File: src/rtl/count_seq_ctrl.sv
// count_seq_ctrl: shares one WIDTH-bit counter between two requesters.
// A round-robin arbiter grants one requester, which runs a bounded count
// in its latched mode. A done pulse is returned when the run completes.
// Ports:
//   clk            rising-edge clock
//   clear          asynchronous active-high reset
//   req[1:0]       level requests, held for the whole run
//   mode0/len0     requester 0 count mode / step count, sampled at grant
//   mode1/len1     requester 1 count mode / step count, sampled at grant
//   gnt[1:0]       one-hot grant (registered)
//   q[WIDTH-1:0]   counter value (registered)
//   busy           high whenever the controller is not idle
//   done[1:0]      one-cycle completion pulse to the granted requester
module count_seq_ctrl #(
  parameter int unsigned WIDTH = 3
) (
  input  logic             clk,
  input  logic             clear,
  input  logic [1:0]       req,
  input  logic [1:0]       mode0,
  input  logic [WIDTH-1:0] len0,
  input  logic [1:0]       mode1,
  input  logic [WIDTH-1:0] len1,
  output logic [1:0]       gnt,
  output logic [WIDTH-1:0] q,
  output logic             busy,
  output logic [1:0]       done
);

  typedef enum logic [1:0] {IDLE, RUN, DONE} state_t;

  state_t           r_state, w_state_nx;
  logic             r_ptr,   w_ptr_nx;
  logic             r_sel,   w_sel_nx;
  logic [1:0]       r_mode,  w_mode_nx;
  logic [WIDTH-1:0] r_rem,   w_rem_nx;
  logic [1:0]       r_gnt,   w_gnt_nx;
  logic [WIDTH-1:0] r_q,     w_q_nx;
  logic [1:0]       r_done,  w_done_nx;
  logic             w_winner;
  logic [WIDTH-1:0] w_step;

  // Next Gray code: decode to binary, increment, re-encode.
  function automatic logic [WIDTH-1:0] f_gray_inc(input logic [WIDTH-1:0] g);
    logic [WIDTH-1:0] b;
    b[WIDTH-1] = g[WIDTH-1];
    for (int i = int'(WIDTH) - 2; i >= 0; i--) begin
      b[i] = b[i+1] ^ g[i];
    end
    b = b + WIDTH'(1);
    return b ^ (b >> 1);
  endfunction

  // Both requesting: the pointer decides; otherwise the lone requester wins.
  assign w_winner = (req == 2'b11) ? r_ptr : req[1];

  // One counter step in the latched mode; mode 11 behaves as binary up.
  always_comb begin
    case (r_mode)
      2'b01:   w_step = r_q - WIDTH'(1);
      2'b10:   w_step = f_gray_inc(r_q);
      default: w_step = r_q + WIDTH'(1);
    endcase
  end

  // Next-state and next-output logic.
  always_comb begin
    w_state_nx = r_state;
    w_ptr_nx   = r_ptr;
    w_sel_nx   = r_sel;
    w_mode_nx  = r_mode;
    w_rem_nx   = r_rem;
    w_gnt_nx   = r_gnt;
    w_q_nx     = r_q;
    w_done_nx  = 2'b00;
    case (r_state)
      IDLE: begin
        if (|req) begin
          w_sel_nx   = w_winner;
          w_mode_nx  = w_winner ? mode1 : mode0;
          // A length of 0 wraps through the decrement to a full 2^WIDTH run.
          w_rem_nx   = w_winner ? len1 : len0;
          w_q_nx     = '0;
          w_gnt_nx   = w_winner ? 2'b10 : 2'b01;
          w_state_nx = RUN;
        end
      end
      RUN: begin
        if (!req[r_sel]) begin
          // Abort: q freezes, no done pulse, pointer passes on.
          w_gnt_nx   = 2'b00;
          w_ptr_nx   = ~r_sel;
          w_state_nx = IDLE;
        end else begin
          w_q_nx   = w_step;
          w_rem_nx = r_rem - WIDTH'(1);
          if (r_rem == WIDTH'(1)) begin
            w_done_nx  = r_gnt;
            w_state_nx = DONE;
          end
        end
      end
      DONE: begin
        w_gnt_nx   = 2'b00;
        w_ptr_nx   = ~r_sel;
        w_state_nx = IDLE;
      end
      default: begin
        w_gnt_nx   = 2'b00;
        w_state_nx = IDLE;
      end
    endcase
  end

  // State and output registers.
  always_ff @(posedge clk or posedge clear) begin
    if (clear) begin
      r_state <= IDLE;
      r_ptr   <= 1'b0;
      r_sel   <= 1'b0;
      r_mode  <= 2'b00;
      r_rem   <= '0;
      r_gnt   <= 2'b00;
      r_q     <= '0;
      r_done  <= 2'b00;
    end else begin
      r_state <= w_state_nx;
      r_ptr   <= w_ptr_nx;
      r_sel   <= w_sel_nx;
      r_mode  <= w_mode_nx;
      r_rem   <= w_rem_nx;
      r_gnt   <= w_gnt_nx;
      r_q     <= w_q_nx;
      r_done  <= w_done_nx;
    end
  end

  assign gnt  = r_gnt;
  assign q    = r_q;
  assign done = r_done;
  assign busy = (r_state != IDLE);

endmodule

File: config.mk
export PLATFORM = sky130hd
export DESIGN_NAME = count_seq_ctrl
export DESIGN_NICKNAME = d
export VERILOG_FILES = /design/src/rtl/count_seq_ctrl.sv
export SDC_FILE = /design/constraint.sdc
export NUM_CORES = 1
export LEC_CHECK = 0
export CELL_PAD_IN_SITES_DETAIL_PLACEMENT = 1
export CELL_PAD_IN_SITES_GLOBAL_PLACEMENT = 2
export CORE_UTILIZATION = 31
export CTS_BUF_LIST = sky130_fd_sc_hd__clkbuf_4 sky130_fd_sc_hd__clkbuf_8
export DETAILED_ROUTE_END_ITERATION = 7
export HOLD_SLACK_MARGIN = 0.06
export PLACE_DENSITY = 0.91
export SLEW_MARGIN = 25
export SYNTH_ARGS = -nofsm -noshare
export SYNTH_HDL_FRONTEND = slang
export SYNTH_SLANG_ARGS = --single-unit
File: constraint.sdc
create_clock -name clk -period 2.2 [get_ports clk]
set_input_delay 0.44 -clock clk [delete_from_list [all_inputs] [get_ports clk]]
set_output_delay 0.44 -clock clk [all_outputs]
set_load 0.01 [all_outputs]
# After elaboration in Yosys (flattened, before gate mapping)
# Index checks and enable logic that the tools add are counted.
dict set report word_totals {
  register_bits 16
  wordCells 62
  out_inout_bits 8
  input_bits 14
}
dict set report op_classes {
  reduce_logical 10
  n_lt_le_gt_ge 1
  addsub 4
  mux 25
  eq_ne 10
  n_bitwise 4
}
# op count
set ops {}
lappend ops {{$mux 2} 10}
lappend ops {{$pmux 3 s2} 3}
lappend ops {{$mux 3} 5}
lappend ops {{$pmux 2 s2} 2}
lappend ops {{$reduce_and 2->1} 4}
lappend ops {{$add 3x1->3 const B} 2}
lappend ops {{$eq 2x2->1 const B} 3}
lappend ops {{$ne 2x2->1 const B} 3}
lappend ops {{$reduce_bool 2->1} 3}
lappend ops {{$sub 3x1->3 const B} 2}
lappend ops {{$eq 2x1->1 const B} 2}
lappend ops {{$mux 1} 4}
lappend ops {{$eq 3x1->1 const B} 1}
lappend ops {{$ne 3x3->1 const B} 1}
lappend ops {{$reduce_and 3->1} 1}
lappend ops {{$xor 3x2->3} 1}
lappend ops {{$logic_not 2->1} 1}
lappend ops {{$lt 1x2->1 const B} 1}
lappend ops {{$pmux 1 s2} 1}
lappend ops {{$reduce_or 2->1} 1}
lappend ops {{$xor 1x1->1} 2}
lappend ops {{$not 1->1} 1}

# Logic depth before layout (Yosys ltp)
# Gate-level depths: netlist of the first run.
dict set report depth {
  ltp_word 7
  ltp_mapped 6
  ltp_nobuf 6
}

# Worst setup path after synthesis of the first run
# OpenSTA, ideal clock, no wires.
dict set report synth_timing {
  path_kind {reg2reg}
  start {register r_mode[0]}
  end {register r_q[2], in the netlist q[2]}
  stages_incl_launch_ff 7
  setup_ns 0.079
  t_arrival_ns 1.692
  path_slack_ns 0.429
  n_path_buf 0
  period_less_slack_ns 1.771
  required_time_ns 2.121
  path_cell_list {dfrtp_1 -> nor2b_1 -> fa_1 -> inv_2 -> mux2_2 -> a2111oi_2 -> a2bb2oi_1}
}
dict set report synth_via {
  elab_chain_len 4
  elab_cells_between_ends 5
  classes_between {eq/ne: 2; mux: 3}
}
# element line
set synth_rtl {}
lappend synth_rtl {{start: declaration} 35} ;# logic [1:0] r_mode, w_mode_nx;
lappend synth_rtl {{start signal: assignment} 130} ;# r_mode <= w_mode_nx;
lappend synth_rtl {{$eq 2x2->1 / $eq 2x1->1 (equally long branches)} 59} ;# case (r_mode)
lappend synth_rtl {{$pmux 3 s2 (*)} 59}
lappend synth_rtl {{$mux 3 (*)} 89} ;# if (!req[r_sel]) begin
lappend synth_rtl {{$pmux 3 s2 (*)} 76} ;# case (r_state)
lappend synth_rtl {{end signal: assignment} 133} ;# r_q <= w_q_nx;
lappend synth_rtl {{end: declaration} 38} ;# logic [WIDTH-1:0] r_q, w_q_nx;
# Every way passes the cells marked *; elsewhere a longest branch is shown, timed or not. The select of a mux whose other input is x is not followed.
# A chain may end at the register's enable or synchronous reset.

# Worst setup path after layout of the first run
dict set report layout_timing {
  start {register r_state[1]}
  end {output busy}
}
dict set report layout_via {
  elab_chain_len 1
}
# element line
set layout_rtl {}
lappend layout_rtl {{start: declaration} 32} ;# state_t r_state, w_state_nx;
lappend layout_rtl {{start signal: assignment} 127} ;# r_state <= w_state_nx;
lappend layout_rtl {{$reduce_bool 2->1} 141} ;# assign busy = (r_state != IDLE);
lappend layout_rtl {{end: declaration} 26} ;# output logic busy,
# No other way between the ends.

==> results_dict.tcl, run 1 <==
set metrics [dict create \
    dpl.hpwl_um 1990 \
    post_cts_resized 0 \
    coreArea_um2 3080 \
    grt.total_usage_pct 17.5 \
    clk_pin_slew_ns 0.11 \
    synth_top_area_share_pct 39.4 \
    area_delta_synth_final_pct 30.9 \
    nNetsFinal 152 \
    final_common_cell "clkdlybuf4s50_1" \
    synthTopCellsByArea "dfrtp_1, o21ai_0, mux2_2" \
    port-buffer-count 21 \
    gp_congestion 0.825 \
    clock_sinks 16 \
    synth_edf_count 0 \
    cts_max_level 1 \
    required_ns 1.76 \
    die_h_um 59.3 \
    clock_path_buffers 2 \
    die-width_um 59.3 \
    synthCells 109 \
    routed_via_density 5.13 \
    switchingPower_w 0.000723 \
    status "finished clean" \
    clock_tree.root_cell "clkbuf_4" \
    max_freq_ghz 0.490 \
    cts_setup_buffers 0 \
    ys_seq_area_share_pct 39.4 \
    maxCapViolCount 0 \
    first_global_vias 928 \
    n_antenna_cell 0 \
    hold_path.class "input port to asynchronous set/reset pin" \
    ant_nets 0 \
    yosysUniqueCellTypes 39 \
    power.density_nw_per_um2 1280 \
    path_buf_inv 2 \
    fin_crit_ns 2.04 \
    cts_hold_buf 0 \
    fin_skew_ns 0.0105 \
    hold_viol_final 0 \
    cts_tree "yes" \
    whs_ns 0.518 \
    cp_cell_sequence "nor2_2 > inv_1 > clkdlybuf4s50_1" \
    finalCritPeriodShare_pct 92.8 \
    p_seq_share_pct 33.7 \
    start_util_pct 33.0 \
    drt_drc_violations_left 0 \
    fin_cells 178 \
    synth_top_cell_by_area "dfrtp_1" \
    io_pins 22 \
    routed_wl_um 2610 \
    synth_seq_cells 16 \
    cp-startpoint "r_state[1]$_DFFE_PP0P_" \
    finalSetupViolCount 0 \
    numCtsBuffers 3 \
    leakage_nw 0.586 \
    drt_iter0_markers 46 \
    async_reset_ff_share_pct 100 \
    worstPathArrival_ns 1.60 \
    critPathLaunchType "flop" \
    vias 914 \
    pwr-share-comb_pct 54.3 \
    fin_tns_setup_ns 0 \
    r2r_start "r_mode[0]$_DFFE_PP0P_" \
    avgSynthCellArea_um2 9.32 \
    grt-ovfl-total 0 \
    ff2ff_setup_slack_ns 0.29 \
    p_sw_share_pct 42.4 \
    dieArea_um2 3510 \
    grt_pass1_wl_um 4510 \
    row_count 20 \
    drtPass1Iterations 4 \
    internal-power_w 0.000981 \
    max_stage_delay_ns 0.52 \
    ys.flop_type "dfrtp_1" \
    antenna_found_initial 0 \
    rsz0062_at_grt "no" \
    critPathCaptureType "output port" \
    placed_cells 174 \
    peakVddDrop_mv 0.434 \
    insertion_delay_ns 0.30 \
    clockPowerShare_pct 11.9 \
    critical_path.top_delay_family "buffers and inverters" \
    crit_fanout 10 \
    layout_common_cells "clkdlybuf4s50_1, dfrtp_1, o21ai_0, nand2_1" \
    syn_area_um2 1020 \
    cp_slowest_cell "dfrtp_1" \
    slew_headroom_pct 56.5 \
    ys_warn_count 0 \
    worst_pin_slew_ns 0.652 \
    slew_violations 0 \
    critical_path_class "flop to output port" \
    wire_per_inst_um 14.7 \
    grt_max_degree 17 \
    drive_gt1_share_pct 12.7 \
    syn_nets 126 \
]
[kinds of logic after synthesis]
kind of cell / synth area share (%)
flip-flops: 39.4
AO/OA/AOI/OAI: 24.3
AND/OR/NAND/NOR: 19.5
XOR/XNOR: 2.59
adder cells (fa/ha/maj): 4.43
multiplexers: 5.30
buffers and inverters: 4.56
[sequential cells by signal, indices dropped and copies added, names as in the netlist]
register	count
q	3
r_rem	3
r_mode	2
gnt	2
r_ptr	1
r_state	2
r_sel	1
done	2
[path summary, 6_finish.rpt]
kind,endpoint,cells past startpoint
setup / recovery,busy,3
hold / removal,r_rem[1]$_DFFE_PP0P_,2
setup reg to reg,q[2]$_DFFE_PP0P_,6
min in group clk,gnt[0]$_DFFE_PP0P_,1
hold reg to reg,gnt[0]$_DFFE_PP0P_,1
max in group asynchronous,done[1]$_DFF_PP0_,2
[worst reg2reg max path: stages (launching register included)]
cell	delay [ns]
dfrtp_1	0.45
nor2b_1	0.27
fa_1	0.30
inv_2	0.05
mux2_2	0.27
a2111oi_2	0.35
a2bb2oi_1	0.17
[cells in the mapped netlist (2+ instances only)]
cell type,count
a211o_1,2
a21boi_0,2
a21o_1,3
a21oi_1,6
a22o_1,2
a31oi_1,2
and2_1,3
and3_1,2
buf_2,4
dfrtp_1,16
ha_1,2
inv_1,6
mux2_2,3
mux2i_1,2
nand2_1,7
nand2b_1,3
nand3_1,2
nor2_1,7
nor2b_1,5
nor3_1,2
o211ai_1,2
o21ai_0,7
xor2_1,3
[power groups by stage]
| stage | sequential (W) | combinational [W] | clock, W |
|---|---|---|---|
| 2_1_floorplan | 0.000551 | 0.000612 | 0 |
| 3_3_place_gp | 0.000566 | 0.000900 | 0 |
| 3_5_place_dp | 0.000574 | 0.000926 | 0 |
| 4_1_cts | 0.000571 | 0.000934 | 0.000210 |
| 5_1_grt | 0.000591 | 0.00104 | 0.000221 |
| 6_report | 0.000574 | 0.000926 | 0.000204 |
[area by class of cell]
type	count	area, um2
fill	365	1750
sequential	16	400
inverter	7	26.3
multi-input combinational	82	572
timing repair buffer	25	240
clock buffer	4	36.3
tap	44	55.1
[metrics by stage]
step                cell area (um2)  setup WS, ns  utilization [%]  power (W)
floorplan                      1020         0.429                -    0.00116
global placement               1290         0.165             42.0    0.00147
detailed placement             1290         0.120             42.0    0.00150
CTS                            1330        0.0594             43.1    0.00171
global route                   1330        0.0646             43.2    0.00185
finish                         1330         0.159             43.2    0.00170
[per-layer routing]
layer  vias to the layer above  part of all wire, %  track usage (%)
li1                        444                    -                -
met1                       450                   48             23.0
met2                        15                   48             29.1
met3                         5                  2.2             1.97
met4                         0                  1.4             7.14
met5                         -                    0                0
Note: power is estimated with default switching activity, not from simulation.
==> inputs of run 2 (changes only) <==
SETUP_SLACK_MARGIN = 0.05   (was default)
==> results of run 2 <==
Same layout as run 1: the final DEF is identical, and so are final timing and power.
==> inputs of run 3 (changes only) <==
CORE_UTILIZATION = 39   (was 31)
DONT_BUFFER_PORTS = 1   (was default)
==> run 3 against run 2 <==
Clock power shrank 3%. Clock skew shrank 0.0074 ns. Sequential power rose by 8.2%. Global-route usage is 3.4 points higher. Die area fell by 20%. Setup slack improved by 0.096 ns. Utilization rose by 0.27 points. Combinational power shrank 21%. Sequential share of layout area grew 7.1 points. Cell area decreased by 19%. First-iteration DRC count shrank 89%. Flip-flop and latch count unchanged. Critical path type is now flop to flop. Largest cell class unchanged. Highest routed layer unchanged.
==> results_dict.tcl, run 3 (same netlist as run 1, synthesis figures left out) <==
set metrics [dict create \
    drt_iter0_markers 5 \
    gp_congestion 0.750 \
    finalCritPeriodShare_pct 88.4 \
    dieArea_um2 2810 \
    slew_violations 0 \
    grt.total_usage_pct 20.8 \
    top_usage_layer "met2" \
    fin_crit_ns 1.95 \
    grt_util_met3_pct 3.45 \
    finalSetupViolCount 0 \
    hold_path.class "input port to asynchronous set/reset pin" \
    row_count 18 \
    start_util_pct 41.0 \
    area_delta_synth_final_pct 6.03 \
    post_cts_resized 0 \
    grt_pass1_wl_um 4080 \
    routed_via_density 5.93 \
    routed_wl_um 2480 \
    final_cell_area_um2 1080 \
    slew_headroom_pct 58.8 \
    grtUsageMet2_pct 35.2 \
    status "finished clean" \
    clock_path_buffers 2 \
    coreArea_um2 2480 \
    dpl.hpwl_um 1890 \
    drtPass1Iterations 4 \
    place_area_um2 1040 \
    final_common_cell "dfrtp_1" \
    layout_common_cells "dfrtp_1, nor2_1, o21ai_0, nand2_1" \
    cts_setup_buffers 0 \
    crit_fanout 6 \
    critPathCaptureType "flop" \
    fin_tns_setup_ns 0 \
    cts_tree "yes" \
    peakVddDrop_mv 0.540 \
    cts_max_level 1 \
    critPathLaunchType "flop" \
    grt-ovfl-total 0 \
    cp_slowest_cell "dfrtp_1" \
    wire_per_inst_um 17.7 \
    drt_drc_violations_left 0 \
    required_ns 2.42 \
    max_stage_delay_ns 0.45 \
    rsz0062_at_grt "no" \
    clock_tree.root_cell "clkbuf_4" \
    die_h_um 53.0 \
    io_pins 22 \
    insertion_delay_ns 0.29 \
    worst_pin_slew_ns 0.618 \
    first_global_vias 842 \
    worstPathArrival_ns 2.16 \
    cts_hold_buf 0 \
    numCtsBuffers 3 \
    clock_sinks 16 \
    die-width_um 53.0 \
    ant_nets 0 \
    drive_gt1_share_pct 11.8 \
    max_freq_ghz 0.514 \
    antenna_found_initial 0 \
    grt_use_met1_pct 26.3 \
    maxCapViolCount 0 \
    clk_pin_slew_ns 0.10 \
    critical_path_class "flop to flop" \
    n_antenna_cell 0 \
    fin_skew_ns 0.00305 \
    grt_max_degree 17 \
    power.density_nw_per_um2 1430 \
    nNetsFinal 128 \
    p_total_w 0.00155 \
    hold_viol_final 0 \
    leakage_nw 0.491 \
    cp_cell_sequence "nor2b_1 > fa_1 > inv_2 > mux2_2 > a2111oi_2 > a2bb2oi_1" \
    port-buffer-count 0 \
    vias 830 \
]
## run 3: cell count changes in the layout (fill, tap and decap cells not counted)
cell / delta
buf_4: -3
clkdlybuf4s50_1: -21
nor2_1: +1
nor2_2: -1
## run 3: power breakdown
| group | internal [W] | switching, W |
|---|---|---|
| Combinational | 0.000341 | 0.000386 |
| Sequential | 0.000415 | 0.000206 |
| Clock | 0.000101 | 0.0000963 |
| Total | 0.000857 | 0.000689 |
## run 3: per-stage QoR
step	instances	utilization (%)	worst slack (ns)	hold WS (ns)
floorplan	109	-	0.429	0.354
global placement	136	42.0	0.377	0.437
detailed placement	136	42.0	0.262	0.438
CTS	140	43.5	0.227	0.122
global route	140	43.5	0.111	0.141
finish	140	43.5	0.254	0.104
## run 3: per-layer routing
metal / vias up / wire length [um]
met1: 413 / 1100
li1: 396 / -
met3: 5 / 84
met2: 16 / 1250
met5: - / 0
met4: 0 / 40
## run 3: worst max-delay path: cells and delay by family (launching register included)
kind,cells,cell delay [ns]
muxes,1,0.27
adders and majority gates,1,0.31
buffers and inverters,1,0.05
DFF,1,0.45
AOI/OAI and AO/OA,2,0.52
and+or+nand+nor,1,0.28
## run 3: final cells by class
| type | instances | area [um2] |
|---|---|---|
| Clock buffer | 4 | 36.3 |
| Timing Repair Buffer | 1 | 7.51 |
| Inverter | 7 | 26.3 |
| Tap cell | 30 | 37.5 |
| Multi-Input combinational cell | 82 | 569 |
| Sequential cell | 16 | 400 |
| Fill cell | 291 | 1400 |
## run 3: path summary, 6_finish.rpt
check,from,to,slack [ns],cells after the start
worst max-delay path,r_mode[0]$_DFFE_PP0P_,q[2]$_DFFE_PP0P_,0.25,6
worst min-delay path,clear,q[0]$_DFFE_PP0P_,0.10,1
worst max register to register,r_mode[0]$_DFFE_PP0P_,q[2]$_DFFE_PP0P_,0.25,6
worst min register to register,gnt[0]$_DFFE_PP0P_,gnt[0]$_DFFE_PP0P_,0.57,1
max in group asynchronous,clear,gnt[0]$_DFFE_PP0P_,1.70,1
min in group clk,mode0[0],r_mode[0]$_DFFE_PP0P_,0.35,2
